$ cat src/rtl/ftdi_sync_pkg.sv
// Shared state encoding and direction constants for the FTDI synchronous burst bridge.
package ftdi_sync_pkg;

    typedef logic [2:0] state_t;

    localparam state_t StIdle  = 3'd0;
    localparam state_t StRxOe  = 3'd1;
    localparam state_t StRx    = 3'd2;
    localparam state_t StTx    = 3'd3;
    localparam state_t StFlush = 3'd4;

    localparam logic DIR_TX = 1'b0;
    localparam logic DIR_RX = 1'b1;

endpackage

$ cat src/rtl/ftdi_sync_fifo.sv
// Single-clock FIFO with valid/accept handshakes and an occupancy count.
module ftdi_sync_fifo #(
    parameter int unsigned WIDTH = 8,
    parameter int unsigned DEPTH = 64
) (
    input  logic                     clk_i,
    input  logic                     rst_i,
    input  logic                     push_i,
    input  logic [WIDTH-1:0]         data_i,
    output logic                     accept_o,
    input  logic                     pop_i,
    output logic [WIDTH-1:0]         data_o,
    output logic                     valid_o,
    output logic [$clog2(DEPTH):0]   level_o
);
    localparam int unsigned AW = $clog2(DEPTH);
    localparam logic [AW-1:0] PtrOne = 1;
    localparam logic [AW:0]   LvlOne = 1;
    localparam logic [AW:0]   LvlFull = (AW + 1)'(DEPTH);

    logic [WIDTH-1:0] mem_q [DEPTH];
    logic [AW-1:0]    wr_ptr_q;
    logic [AW-1:0]    rd_ptr_q;
    logic [AW:0]      level_q;
    logic             do_push;
    logic             do_pop;

    assign accept_o = (level_q != LvlFull);
    assign valid_o  = (level_q != '0);
    assign level_o  = level_q;
    assign data_o   = mem_q[rd_ptr_q];
    assign do_push  = push_i && accept_o;
    assign do_pop   = pop_i && valid_o;

    always_ff @(posedge clk_i) begin
        if (do_push) begin
            mem_q[wr_ptr_q] <= data_i;
        end
    end

    always_ff @(posedge clk_i) begin
        if (rst_i) begin
            wr_ptr_q <= '0;
            rd_ptr_q <= '0;
            level_q  <= '0;
        end else begin
            if (do_push) wr_ptr_q <= wr_ptr_q + PtrOne;
            if (do_pop)  rd_ptr_q <= rd_ptr_q + PtrOne;
            unique case ({do_push, do_pop})
                2'b10:   level_q <= level_q + LvlOne;
                2'b01:   level_q <= level_q - LvlOne;
                default: level_q <= level_q;
            endcase
        end
    end

endmodule

$ cat src/rtl/ftdi_sync_burst.sv
// FT245-style synchronous FIFO bridge: TX/RX FIFOs, round-robin burst arbitration,
// programmable OE->RD lead and SIWU send-immediate flushing.
module ftdi_sync_burst #(
    parameter int unsigned DATA_W     = 8,
    parameter int unsigned TX_DEPTH   = 64,
    parameter int unsigned RX_DEPTH   = 64,
    parameter int unsigned BURST_MAX  = 32,
    parameter int unsigned OE_LEAD    = 1,
    parameter int unsigned FLUSH_IDLE = 16
) (
    input  logic                        clk_i,
    input  logic                        rst_i,
    input  logic                        ftdi_rxf_i,
    input  logic                        ftdi_txe_i,
    input  logic [DATA_W-1:0]           ftdi_data_in_i,
    output logic                        ftdi_siwua_o,
    output logic                        ftdi_wrn_o,
    output logic                        ftdi_rdn_o,
    output logic                        ftdi_oen_o,
    output logic [DATA_W-1:0]           ftdi_data_out_o,
    input  logic                        inport_valid_i,
    input  logic [DATA_W-1:0]           inport_data_i,
    output logic                        inport_accept_o,
    output logic                        outport_valid_o,
    output logic [DATA_W-1:0]           outport_data_o,
    input  logic                        outport_accept_i,
    input  logic                        flush_i,
    output logic [$clog2(TX_DEPTH):0]   tx_level_o,
    output logic [$clog2(RX_DEPTH):0]   rx_level_o
);
    import ftdi_sync_pkg::*;

    localparam int unsigned BurstW = (BURST_MAX > 0) ? $clog2(BURST_MAX + 1) : 1;
    localparam int unsigned IdleW  = (FLUSH_IDLE > 0) ? $clog2(FLUSH_IDLE + 1) : 1;

    state_t              state_q, state_d;
    logic                wrn_q, wrn_d, rdn_q, rdn_d, oen_q, oen_d, siwua_q, siwua_d;
    logic [DATA_W-1:0]   tx_hold_q, tx_hold_d;
    logic                hold_valid_q, hold_valid_d;
    logic                last_dir_q, last_dir_d;
    logic [BurstW-1:0]   burst_cnt_q, burst_cnt_d;
    logic [1:0]          oe_cnt_q, oe_cnt_d;
    logic [IdleW-1:0]    idle_cnt_q, idle_cnt_d;
    logic                flush_pend_q, flush_pend_d;
    logic                sent_q, sent_d;

    logic [DATA_W-1:0]   tx_data;
    logic                tx_valid, tx_pop, tx_xfer;
    logic                rx_accept, rx_push, rx_pop;
    logic                rx_req, tx_req, rx_win, flush_go, burst_hit, oe_done, rx_full_nxt;

    ftdi_sync_fifo #(.WIDTH(DATA_W), .DEPTH(TX_DEPTH)) u_tx_fifo (
        .clk_i    (clk_i),
        .rst_i    (rst_i),
        .push_i   (inport_valid_i),
        .data_i   (inport_data_i),
        .accept_o (inport_accept_o),
        .pop_i    (tx_pop),
        .data_o   (tx_data),
        .valid_o  (tx_valid),
        .level_o  (tx_level_o)
    );

    ftdi_sync_fifo #(.WIDTH(DATA_W), .DEPTH(RX_DEPTH)) u_rx_fifo (
        .clk_i    (clk_i),
        .rst_i    (rst_i),
        .push_i   (rx_push),
        .data_i   (ftdi_data_in_i),
        .accept_o (rx_accept),
        .pop_i    (rx_pop),
        .data_o   (outport_data_o),
        .valid_o  (outport_valid_o),
        .level_o  (rx_level_o)
    );

    assign rx_push   = !rdn_q && !ftdi_rxf_i && rx_accept;
    assign rx_pop    = outport_valid_o && outport_accept_i;
    assign tx_xfer   = !wrn_q && !ftdi_txe_i;
    // The holding register refills as soon as it empties or its word is taken.
    assign tx_pop    = tx_valid && (!hold_valid_q || tx_xfer);

    assign rx_req    = !ftdi_rxf_i && (32'(rx_level_o) <= RX_DEPTH - 2);
    assign tx_req    = !ftdi_txe_i && (hold_valid_q || tx_valid);
    assign rx_win    = rx_req && (!tx_req || (last_dir_q == DIR_TX));
    assign burst_hit = (BURST_MAX != 0) && ((32'(burst_cnt_q) + 32'd1) == BURST_MAX);
    assign oe_done   = (32'(oe_cnt_q) + 32'd1) >= OE_LEAD;
    assign rx_full_nxt = (32'(rx_level_o) + 32'(rx_push) - 32'(rx_pop)) >= RX_DEPTH - 1;
    assign flush_go  = flush_pend_q ||
                       ((FLUSH_IDLE != 0) && (32'(idle_cnt_q) == FLUSH_IDLE) &&
                        !tx_valid && !hold_valid_q && sent_q);

    always_comb begin
        state_d      = state_q;
        wrn_d        = wrn_q;
        rdn_d        = rdn_q;
        oen_d        = oen_q;
        siwua_d      = 1'b1;
        last_dir_d   = last_dir_q;
        oe_cnt_d     = oe_cnt_q;
        flush_pend_d = flush_pend_q;
        sent_d       = sent_q || tx_xfer;
        tx_hold_d    = tx_hold_q;
        hold_valid_d = hold_valid_q;
        burst_cnt_d  = burst_cnt_q;
        idle_cnt_d   = idle_cnt_q;

        if (tx_xfer) begin
            idle_cnt_d = '0;
        end else if (32'(idle_cnt_q) != FLUSH_IDLE) begin
            idle_cnt_d = idle_cnt_q + 1'b1;
        end
        if ((rx_push || tx_xfer) && (burst_cnt_q != '1)) begin
            burst_cnt_d = burst_cnt_q + 1'b1;
        end
        if (tx_pop) begin
            tx_hold_d    = tx_data;
            hold_valid_d = 1'b1;
        end else if (tx_xfer) begin
            hold_valid_d = 1'b0;
        end

        unique case (state_q)
            StIdle: begin
                if (rx_win) begin
                    last_dir_d  = DIR_RX;
                    burst_cnt_d = '0;
                    oe_cnt_d    = '0;
                    oen_d       = 1'b0;
                    if (OE_LEAD == 0) begin
                        state_d = StRx;
                        rdn_d   = 1'b0;
                    end else begin
                        state_d = StRxOe;
                    end
                end else if (tx_req) begin
                    last_dir_d  = DIR_TX;
                    burst_cnt_d = '0;
                    wrn_d       = 1'b0;
                    state_d     = StTx;
                end else if (flush_go) begin
                    siwua_d = 1'b0;
                    state_d = StFlush;
                end
            end
            StRxOe: begin
                if (oe_done) begin
                    rdn_d   = 1'b0;
                    state_d = StRx;
                end else begin
                    oe_cnt_d = oe_cnt_q + 1'b1;
                end
            end
            StRx: begin
                if (ftdi_rxf_i || rx_full_nxt || (rx_push && burst_hit)) begin
                    rdn_d   = 1'b1;
                    oen_d   = 1'b1;
                    state_d = StIdle;
                end
            end
            StTx: begin
                if (ftdi_txe_i || (tx_xfer && (!tx_valid || burst_hit))) begin
                    wrn_d   = 1'b1;
                    state_d = StIdle;
                end
            end
            StFlush: begin
                flush_pend_d = 1'b0;
                sent_d       = 1'b0;
                idle_cnt_d   = '0;
                state_d      = StIdle;
            end
            default: begin
                wrn_d   = 1'b1;
                rdn_d   = 1'b1;
                oen_d   = 1'b1;
                state_d = StIdle;
            end
        endcase

        // A request arriving while a pulse is being served is kept for another pulse.
        if (flush_i) flush_pend_d = 1'b1;
    end

    always_ff @(posedge clk_i) begin
        if (rst_i) begin
            state_q      <= StIdle;
            wrn_q        <= 1'b1;
            rdn_q        <= 1'b1;
            oen_q        <= 1'b1;
            siwua_q      <= 1'b1;
            tx_hold_q    <= '0;
            hold_valid_q <= 1'b0;
            last_dir_q   <= DIR_TX;
            burst_cnt_q  <= '0;
            oe_cnt_q     <= '0;
            idle_cnt_q   <= '0;
            flush_pend_q <= 1'b0;
            sent_q       <= 1'b0;
        end else begin
            state_q      <= state_d;
            wrn_q        <= wrn_d;
            rdn_q        <= rdn_d;
            oen_q        <= oen_d;
            siwua_q      <= siwua_d;
            tx_hold_q    <= tx_hold_d;
            hold_valid_q <= hold_valid_d;
            last_dir_q   <= last_dir_d;
            burst_cnt_q  <= burst_cnt_d;
            oe_cnt_q     <= oe_cnt_d;
            idle_cnt_q   <= idle_cnt_d;
            flush_pend_q <= flush_pend_d;
            sent_q       <= sent_d;
        end
    end

    assign ftdi_wrn_o      = wrn_q;
    assign ftdi_rdn_o      = rdn_q;
    assign ftdi_oen_o      = oen_q;
    assign ftdi_siwua_o    = siwua_q;
    assign ftdi_data_out_o = tx_hold_q;

endmodule

$ cat config.mk
export PLATFORM = sky130hd
export DESIGN_NAME = ftdi_sync_burst
export DESIGN_NICKNAME = d
export VERILOG_FILES = /design/src/rtl/ftdi_sync_pkg.sv /design/src/rtl/ftdi_sync_fifo.sv /design/src/rtl/ftdi_sync_burst.sv
export SDC_FILE = /design/constraint.sdc
export NUM_CORES = 1
export LEC_CHECK = 0
export CAP_MARGIN = 25
export CORE_UTILIZATION = 50
export DETAILED_ROUTE_END_ITERATION = 12
export GPL_ROUTABILITY_DRIVEN = 0
export PLACE_DENSITY = 0.77
export SYNTH_ARGS = -nofsm -noshare
export SYNTH_HDL_FRONTEND = slang
export SYNTH_SLANG_ARGS = --single-unit
$ cat constraint.sdc
create_clock -name clk_i -period 10.6 [get_ports clk_i]
set_input_delay 2.65 -clock clk_i [delete_from_list [all_inputs] [get_ports clk_i]]
set_output_delay 2.65 -clock clk_i [all_outputs]
set_load 0.02 [all_outputs]
* Word level (Yosys, flattened, before mapping)
Memories as Yosys holds them, arrays and structs flattened. A register that Yosys moved wholly into a read port is not among the register bits.
Index checks and enable logic that the tools add are counted.
** Word-level totals
- Register bits after elaboration :: 62
- Bits in writable memories :: 1024
- Input bits :: 23
- Memories :: 2
** Cells by class
- $add $sub $neg :: 15
- $lt $le $gt $ge :: 3
- Eq/ne operators :: 22
- Multiplexer cells :: 37
- Bitwise operators :: 5
- Reductions and logical operators :: 56
** Memory list
- u_rx_fifo.mem_q :: depth 64, width 8, rd ports 1, clocked after Yosys merged registers in 1, write ports 1, RTL line ftdi_sync_fifo.sv:21 : logic [WIDTH-1:0] mem_q [DEPTH];
- u_tx_fifo.mem_q :: depth 64, width 8, rd ports 1, clocked after Yosys merged registers in 1, write ports 1, RTL line ftdi_sync_fifo.sv:21
** Operators by type and width (number)
- two-way mux 6 bit :: 6
- >= comparator 32 x 6 -> 1 bit, second input constant :: 1
- adder 6 x 1 -> 6 bit, second input constant :: 5
- case mux 7 bit (2 select lines) :: 2
- logical AND 1 bit :: 18
- two-way mux 3 bit :: 6
- two-way mux 1 bit :: 16
- adder 7 x 1 -> 7 bit, second input constant :: 2
- != test 2 bit, second input constant :: 7
- != test 7 bit, second input constant :: 2
- nonzero test 7 bit :: 2
- subtractor 7 x 1 -> 7 bit, second input constant :: 2
- case mux 3 bit (4 select lines) :: 1
- nonzero test 2 bit :: 6
- OR reduction 3 bit :: 4
- logical OR 1 bit :: 10
- case mux 1 bit (3 select lines) :: 3
- AND reduction 3 bit :: 3
- subtractor 8 x 1 -> 9 bit :: 1
- adder 7 x 1 -> 8 bit :: 1
- AND reduction 4 bit :: 2
- adder 6 x 1 -> 7 bit, second input constant :: 1
- equality test 7 x 6 -> 1 bit, second input constant :: 1
- less-or-equal comparator 7 x 6 -> 1 bit, second input constant :: 1
- 21 further kinds :: 35

* Depth between registers and ports, before layout
Gate-level depths: netlist of the first run.
- Word-level depth :: 10
- Gate-level depth with buffers :: 16
- Gate-level depth less buffers :: 15

* Modules after synthesis
A second synthesis of the first run with hierarchy kept.
** Unflattened totals
- Cells, all modules :: 2339
- Area total of the unflattened synthesis :: 44248.7 um^2
** Modules (own cells, without submodules)
- ftdi_sync_fifo at u_rx_fifo :: instances 1, cells each 1066, area an instance 21177.8 um^2, seq. area each 15875.2 um^2
- ftdi_sync_fifo at u_tx_fifo :: instances 1, cells each 1034, area an instance 21095.2 um^2, seq. area each 15875.2 um^2
- ftdi_sync_burst :: instances 1, cells each 239, area an instance 1975.6 um^2, seq. area each 640.6 um^2

* Worst setup path after synthesis of the first run
No wires, ideal clock.
- Path kind :: input -> register
- From :: input port ftdi_txe_i
- To :: register u_tx_fifo.level_q[6] (netlist: u_tx_fifo.level_o[6])
- Arrival :: 5.416 ns
- Required time :: 10.479 ns
- Path slack :: 5.063 ns
- Stages :: 11
- Buffers on the path :: 1
- Path through :: o21a_1 -> a31oi_1 -> clkbuf_1 -> ha_1 -> ha_1 -> nor2b_1 -> o21ai_0 -> a21boi_0 -> or4_1 -> nand3_1 -> mux2_2
** On the way
- Cells in the longest elaborated chain, start to end :: 7
- Elaborated cells on any way between the ends :: 9
- Those cells by class :: 2 x eq/ne; 1 x mux; 6 x reduce/logical
** RTL lines
- start: declaration :: RTL line ftdi_sync_burst.sv:14 : input logic ftdi_txe_i,
- logical NOT 1 bit * :: RTL line ftdi_sync_burst.sv:78 : assign tx_xfer = !wrn_q && !ftdi_txe_i;
- logical AND 1 bit * :: RTL line ftdi_sync_burst.sv:78
- logical OR 1 bit * :: RTL line ftdi_sync_burst.sv:80 : assign tx_pop = tx_valid && (!hold_valid_q || tx_xfer);
- logical AND 1 bit * :: RTL line ftdi_sync_burst.sv:80
- logical AND 1 bit * :: RTL line ftdi_sync_fifo.sv:33 : assign do_pop = pop_i && valid_o;
- equality test 2 x 1 -> 1 bit or equality test 2 bit (tied branches) :: RTL line ftdi_sync_fifo.sv:49 : unique case ({do_push, do_pop})
- case mux 7 bit (2 select lines) or nonzero test 2 bit (tied branches)
- end signal: assignment :: RTL line ftdi_sync_fifo.sv:50 : 2'b10: level_q <= level_q + LvlOne;
- end signal: assignment :: RTL line ftdi_sync_fifo.sv:51 : 2'b01: level_q <= level_q - LvlOne;
- end signal: assignment :: RTL line ftdi_sync_fifo.sv:52 : default: level_q <= level_q;
- end: declaration :: RTL line ftdi_sync_fifo.sv:24 : logic [AW:0] level_q;
Every way passes the cells marked *; elsewhere a longest branch is shown, timed or not.
A chain may end at the register's enable or synchronous reset.

==> flow_summary.json, run 1 <==
{
  "clk_latency_ns": 0.69,
  "timing.fmax_ghz": 0.142,
  "post_cts_buffers": 0,
  "clock-sinks": 1100,
  "power.share.clock_pct": 34.9,
  "start_util_pct": 50.4,
  "final-setup-viol-count": 0,
  "tns_ns": 0,
  "min_period_ns": 7.03,
  "cap_violations": 0,
  "wl_mm": 95.6,
  "drt_iter0_markers": 2594,
  "area_growth_syn_to_layout_pct": 12.0,
  "yosysSeqAreaShare_pct": 73.8,
  "hp-class": "reg2reg",
  "hold_buffers": 0,
  "cp_cell_sequence": "buf_4 -> buf_12 -> mux4_2 -> mux4_2 -> o22ai_1 -> nor2_1 -> clkdlybuf4s50_1",
  "regArea_um2": 32300,
  "syn-num-nets": 2410,
  "syn_inst": 2348,
  "crit_path_frequent_cell": "mux4_2",
  "cp.required_ns": 7.95,
  "p_leak_uw": 0.0151,
  "cp_num_buf_inv": 3,
  "p_comb_share_pct": 17.5,
  "power_density_nw_per_um2": 212,
  "ctsHtreeMaxLevel": 3,
  "die_h_um": 298,
  "fin_skew_ns": 0.0431,
  "worst_slack_ns": 3.57,
  "tightest_slew_ns": 1.09,
  "drc": 0,
  "dp_slack_ns": 4.08,
  "fp-row-count": 108,
  "slew_viol_final": 0,
  "clk_pin_slew_worst_paths_ns": 0.06,
  "antenna_found_initial": 0,
  "cts_tree": "built",
  "finalHoldViolCount": 0,
  "vias_per_cell": 6.15,
  "grt_max_degree": 129,
  "final_cell_count_no_fill": 3680,
  "cts_resized": 0,
  "switching_power_uw": 2740,
  "seqPwrFrac_pct": 47.6,
  "drt-wirelength-per-cell_um": 26.0,
  "start_kind": "flip-flop",
  "synth-async-reset-ratio_pct": 0,
  "synth_area_um2": 43700,
  "nets": 2499,
  "dr.pass1.iters": 5,
  "path_class": "reg2out",
  "p_int_uw": 7660,
  "io_buffers": 58,
  "grt_pass1_wl_mm": 142,
  "fin_area_um2": 49000,
  "crit_family": "buffers and inverters",
  "antenna_cells": 0,
  "n_fill_cell": 6260,
  "io_pins": 59,
  "core-area_um2": 86800,
  "synth.avg_cell_area_um2": 18.6,
  "status": "finished, final reports clean",
  "grt_remaining_overflow": 0,
  "cpPeakStageDelay_ns": 0.87,
  "hp-start": "oe_cnt_q[1]",
  "worstReg2RegStart": "u_tx_fifo.rd_ptr_q[2]",
  "cp-end-kind": "output port",
  "synth-seq-cells": 1100,
  "switching_share_pct": 26.3,
  "die_x_um": 298,
  "max-vdd-ir-drop_v": 0.000202,
  "cts-root-buf": "clkbuf_16",
  "dp_hpwl_mm": 55.4,
  "arrival_ns": 4.38,
  "yosysUniqueCellTypes": 57,
  "cts.path.max_buffers": 3,
  "wl_met2_mm": 47.5,
  "drive_above_1_share_pct": 18.2,
  "fin_crit_sh_pct": 66.3,
  "placed_cells": 3470,
  "synth_enable_flop_cells": 1024,
  "final_common_cell": "edfxtp_1",
  "place_area_um2": 45400,
  "yosysWarnings": 0,
  "synth-main-ff-cell": "edfxtp_1",
  "cp_slowest_cell": "dfxtp_4",
  "ant_nets": 0,
  "slew-limit-headroom_pct": 26.7,
  "cp_max_fo": 53,
  "met3_length_mm": 7.79,
  "dieArea_um2": 88600,
  "rsz0062_at_grt": "no",
  "top_layer": "met4",
  "grt_pass1_vias": 22800,
  "num_vias": 22600,
  "multiInputGateArea_um2": 10700,
  "grt_use_total_pct": 21.4,
  "layout_common_cells": "edfxtp_1, mux4_2, nor2_1, mux2i_1, clkbuf_16",
  "wl_met1_mm": 36.7,
  "cts-buffers-inserted": 104
}
Yosys cell counts, types with 36 or more instances:
master    number  area, um^2
buf_2         47         235
mux2i_1      136        1360
edfxtp_1    1024       30700
a21oi_1       42         210
nand3_1       49         245
dfxtp_1       76        1520
ha_1          36         450
nor2_1       204         766
nand2_1       45         169
clkbuf_1      54         203
inv_1         63         236
a22oi_1       70         526
mux4_2       224        5040
layout make-up:
type / count / share of cell area (%)
sequential: 1100 / 65.9
multi-input combinational: 1063 / 21.8
clock buffer: 130 / 5.53
tap: 1155 / 2.95
timing repair buffer: 105 / 1.98
clock inverter: 64 / 1.30
inverter: 63 / 0.483
flip-flops by register name, summed over array words and instances, names as in the netlist, named ones only:
signal,flops
u_rx_fifo.mem_q,512
u_tx_fifo.mem_q,512
ftdi_data_out_o,8
u_rx_fifo.level_o,7
u_tx_fifo.level_o,7
burst_cnt_q,6
u_rx_fifo.rd_ptr_q,6
u_rx_fifo.wr_ptr_q,6
u_tx_fifo.rd_ptr_q,6
u_tx_fifo.wr_ptr_q,6
idle_cnt_q,5
state_q,3
oe_cnt_q,2
flush_pend_q,1
ftdi_oen_o,1
ftdi_rdn_o,1
ftdi_siwua_o,1
ftdi_wrn_o,1
hold_valid_q,1
last_dir_q,1
sent_q,1
worst register-to-register path, cell delays in order, from the launching register on:
cell     delay, ns
dfxtp_4       0.79
buf_4         0.79
buf_4         0.86
mux4_2        0.49
inv_1         0.07
o22ai_1       0.14
a31oi_1       0.45
nand3_1       0.20
a221o_1       0.32
power groups by stage:
| stage | Combinational, uW | Sequential [uW] | Clock [uW] |
|---|---|---|---|
| CTS | 1810 | 4960 | 3660 |
| detailed placement | 1790 | 5050 | 0 |
| global route | 1960 | 4970 | 3820 |
| global placement | 1710 | 5040 | 0 |
| floorplan | 1250 | 5020 | 0 |
| finish | 1820 | 4950 | 3630 |
final timing paths:
kind | depth (start not counted) | slack (ns) | end
worst max register to register | 8 | 6.40 | ftdi_data_out_o[6]
worst min-delay path | 2 | 0.45 | oe_cnt_q[1]
worst max-delay path | 7 | 3.57 | outport_data_o[6]
worst min register to register | 2 | 0.45 | oe_cnt_q[1]
metal layers:
layer	GRT usage [%]	vias up
li1	-	9608
met1	28.0	11600
met2	35.4	1193
met3	3.78	222
met4	9.13	0
met5	0	-
metrics by stage:
stage	total power, uW	hold WS (ns)	utilization, %
after CTS	10400	0.457	56.2
after detailed placement	6840	0.450	52.4
final	10400	0.454	56.5
after global placement	6750	0.440	52.3
after global routing	10700	0.484	56.5
after floorplan	6280	0.432	-
cell families (layout without fill, tap and decap cells):
| group | Yosys count | in the layout | share of synthesized area [%] |
|---|---|---|---|
| AND/OR/NAND/NOR | 416 | 416 | 4.58 |
| AO/OA/AOI/OAI | 213 | 213 | 3.32 |
| buffers and inverters | 185 | 362 | 1.77 |
| XOR/XNOR | 31 | 31 | 0.621 |
| adder cells (fa/ha/maj) | 39 | 39 | 1.17 |
| multiplexers | 364 | 364 | 14.8 |
| flip-flops | 1100 | 1100 | 73.8 |
Power figures use the tool's default switching activity.
==> inputs of run 2 (changes only) <==
- clock period: 10.6 -> 7.4 ns (I/O delays scaled with it)
==> run 2 against run 1 <==
Against the previous run:
- utilization up 0.23 points
- highest routed layer unchanged
- worst setup slack worse by 2.2 ns
- total power increased by 45%
- critical path type unchanged
- count of clock-buffer cells in the layout up 11
- largest power group unchanged
==> flow_summary.json, run 2 (synthesized netlist as in run 1, its figures left out) <==
{
  "grt_remaining_overflow": 0,
  "tightest_slew_ns": 1.12,
  "area_growth_syn_to_layout_pct": 12.5,
  "clk_latency_ns": 0.68,
  "power_density_nw_per_um2": 306,
  "rsz0062_at_grt": "no",
  "grt_max_degree": 99,
  "start_util_pct": 50.4,
  "tns_ns": 0,
  "arrival_ns": 4.21,
  "clock-sinks": 1100,
  "reg2reg_depth": 15,
  "start_kind": "flip-flop",
  "slew-limit-headroom_pct": 24.7,
  "slew_viol_final": 0,
  "layout_common_cells": "edfxtp_1, mux4_2, nor2_1, mux2i_1, clkbuf_16",
  "cap_violations": 0,
  "io_buffers": 58,
  "cp.required_ns": 5.55,
  "hp-class": "reg2reg",
  "drt-wirelength-per-cell_um": 26.4,
  "cts_tree": "built",
  "antenna_found_initial": 0,
  "die_x_um": 298,
  "hold_buffers": 0,
  "drt_iter0_markers": 2445,
  "nets": 2504,
  "wl_mm": 97.4,
  "hp-start": "oe_cnt_q[1]",
  "clk_pin_slew_worst_paths_ns": 0.06,
  "p_leak_uw": 0.0152,
  "grt_pass1_vias": 23000,
  "die_h_um": 298,
  "path_class": "reg2out",
  "io_pins": 59,
  "drive_above_1_share_pct": 18.8,
  "worstReg2RegStart": "u_rx_fifo.level_o[5]",
  "grt_use_total_pct": 21.9,
  "cp-end-kind": "output port",
  "min_period_ns": 6.06,
  "ctsHtreeMaxLevel": 3,
  "finalHoldViolCount": 0,
  "cts-root-buf": "clkbuf_16",
  "cts_resized": 0,
  "status": "finished, final reports clean",
  "fin_skew_ns": 0.0365,
  "dp_hpwl_mm": 57.9,
  "max-vdd-ir-drop_v": 0.000212,
  "fin_crit_sh_pct": 81.9,
  "cp_max_fo": 57,
  "holdPathEnd": "oe_cnt_q[1]",
  "min_path_cells": 2,
  "final_util_pct": 56.7,
  "vias_per_cell": 6.16,
  "rrSetupSlack_ns": 3.33,
  "cts.path.max_buffers": 3,
  "post_cts_buffers": 0,
  "num_vias": 22700,
  "ant_nets": 0,
  "final-setup-viol-count": 0,
  "dieArea_um2": 88600,
  "fp-row-count": 108,
  "antenna_cells": 0,
  "dp_slack_ns": 1.95,
  "grt_pass1_wl_mm": 146,
  "timing.fmax_ghz": 0.165,
  "r2r-end": "ftdi_oen_o",
  "worst_slack_ns": 1.34,
  "drc": 0,
  "core-area_um2": 86800,
  "cts-buffers-inserted": 104,
  "whs_ns": 0.456,
  "final_common_cell": "edfxtp_1",
  "dr.pass1.iters": 5
}
run 2: cell types whose count changed in the layout (fill, tap and decap cells not counted), sizes merged:
cell,delta
clkinv,-13
clkbuf,+11
buf,+5
bufinv,+1
run 2: final cells by class:
type | instances | area, um^2
clock inverters | 52 | 561
well taps | 1155 | 1450
flip-flops and latches | 1100 | 32300
fillers | 6241 | 37600
repair buffers | 110 | 1100
inverters | 63 | 236
multi-input cells | 1063 | 10700
clock buffers | 141 | 2860
run 2: layer usage:
layer	track usage, %	part of all wire, %	vias to the layer above
met5	0	0	-
met4	9.00	3.8	0
met1	29.4	39	11800
met2	36.0	50	1131
li1	-	-	9611
met3	3.32	7.4	209
run 2: critical path: stages, from the launching register on:
cell	delay, ns
dfxtp_4	0.87
buf_12	0.48
mux4_2	0.58
mux4_2	0.51
o22ai_1	0.38
nor2_1	0.10
clkdlybuf4s50_1	0.57
run 2: worst max path at each step:
stage,end,slack (ns),cells past startpoint
2_1_floorplan,u_tx_fifo.level_o[6],2.66,11
3_3_place_gp,outport_data_o[5],1.94,6
3_5_place_dp,outport_data_o[5],1.95,6
6_report,outport_data_o[0],1.34,6
5_1_grt,outport_data_o[6],1.11,6
4_1_cts,outport_data_o[5],1.25,6
run 2: stage by stage:
stage	total power, uW	instances	instance area [um^2]
floorplan	8990	2348	43700
global placement	9690	3461	45400
detailed placement	9800	3477	45500
CTS	15100	3670	49000
global route	15500	3684	49200
finish	15000	3684	49200
run 2: power by group:
part	switching (uW)	leakage (uW)	total (uW)	internal, uW
registers	209	0.00983	7120	6910
clock network	2290	0.00168	5320	3030
logic	1420	0.00369	2590	1170
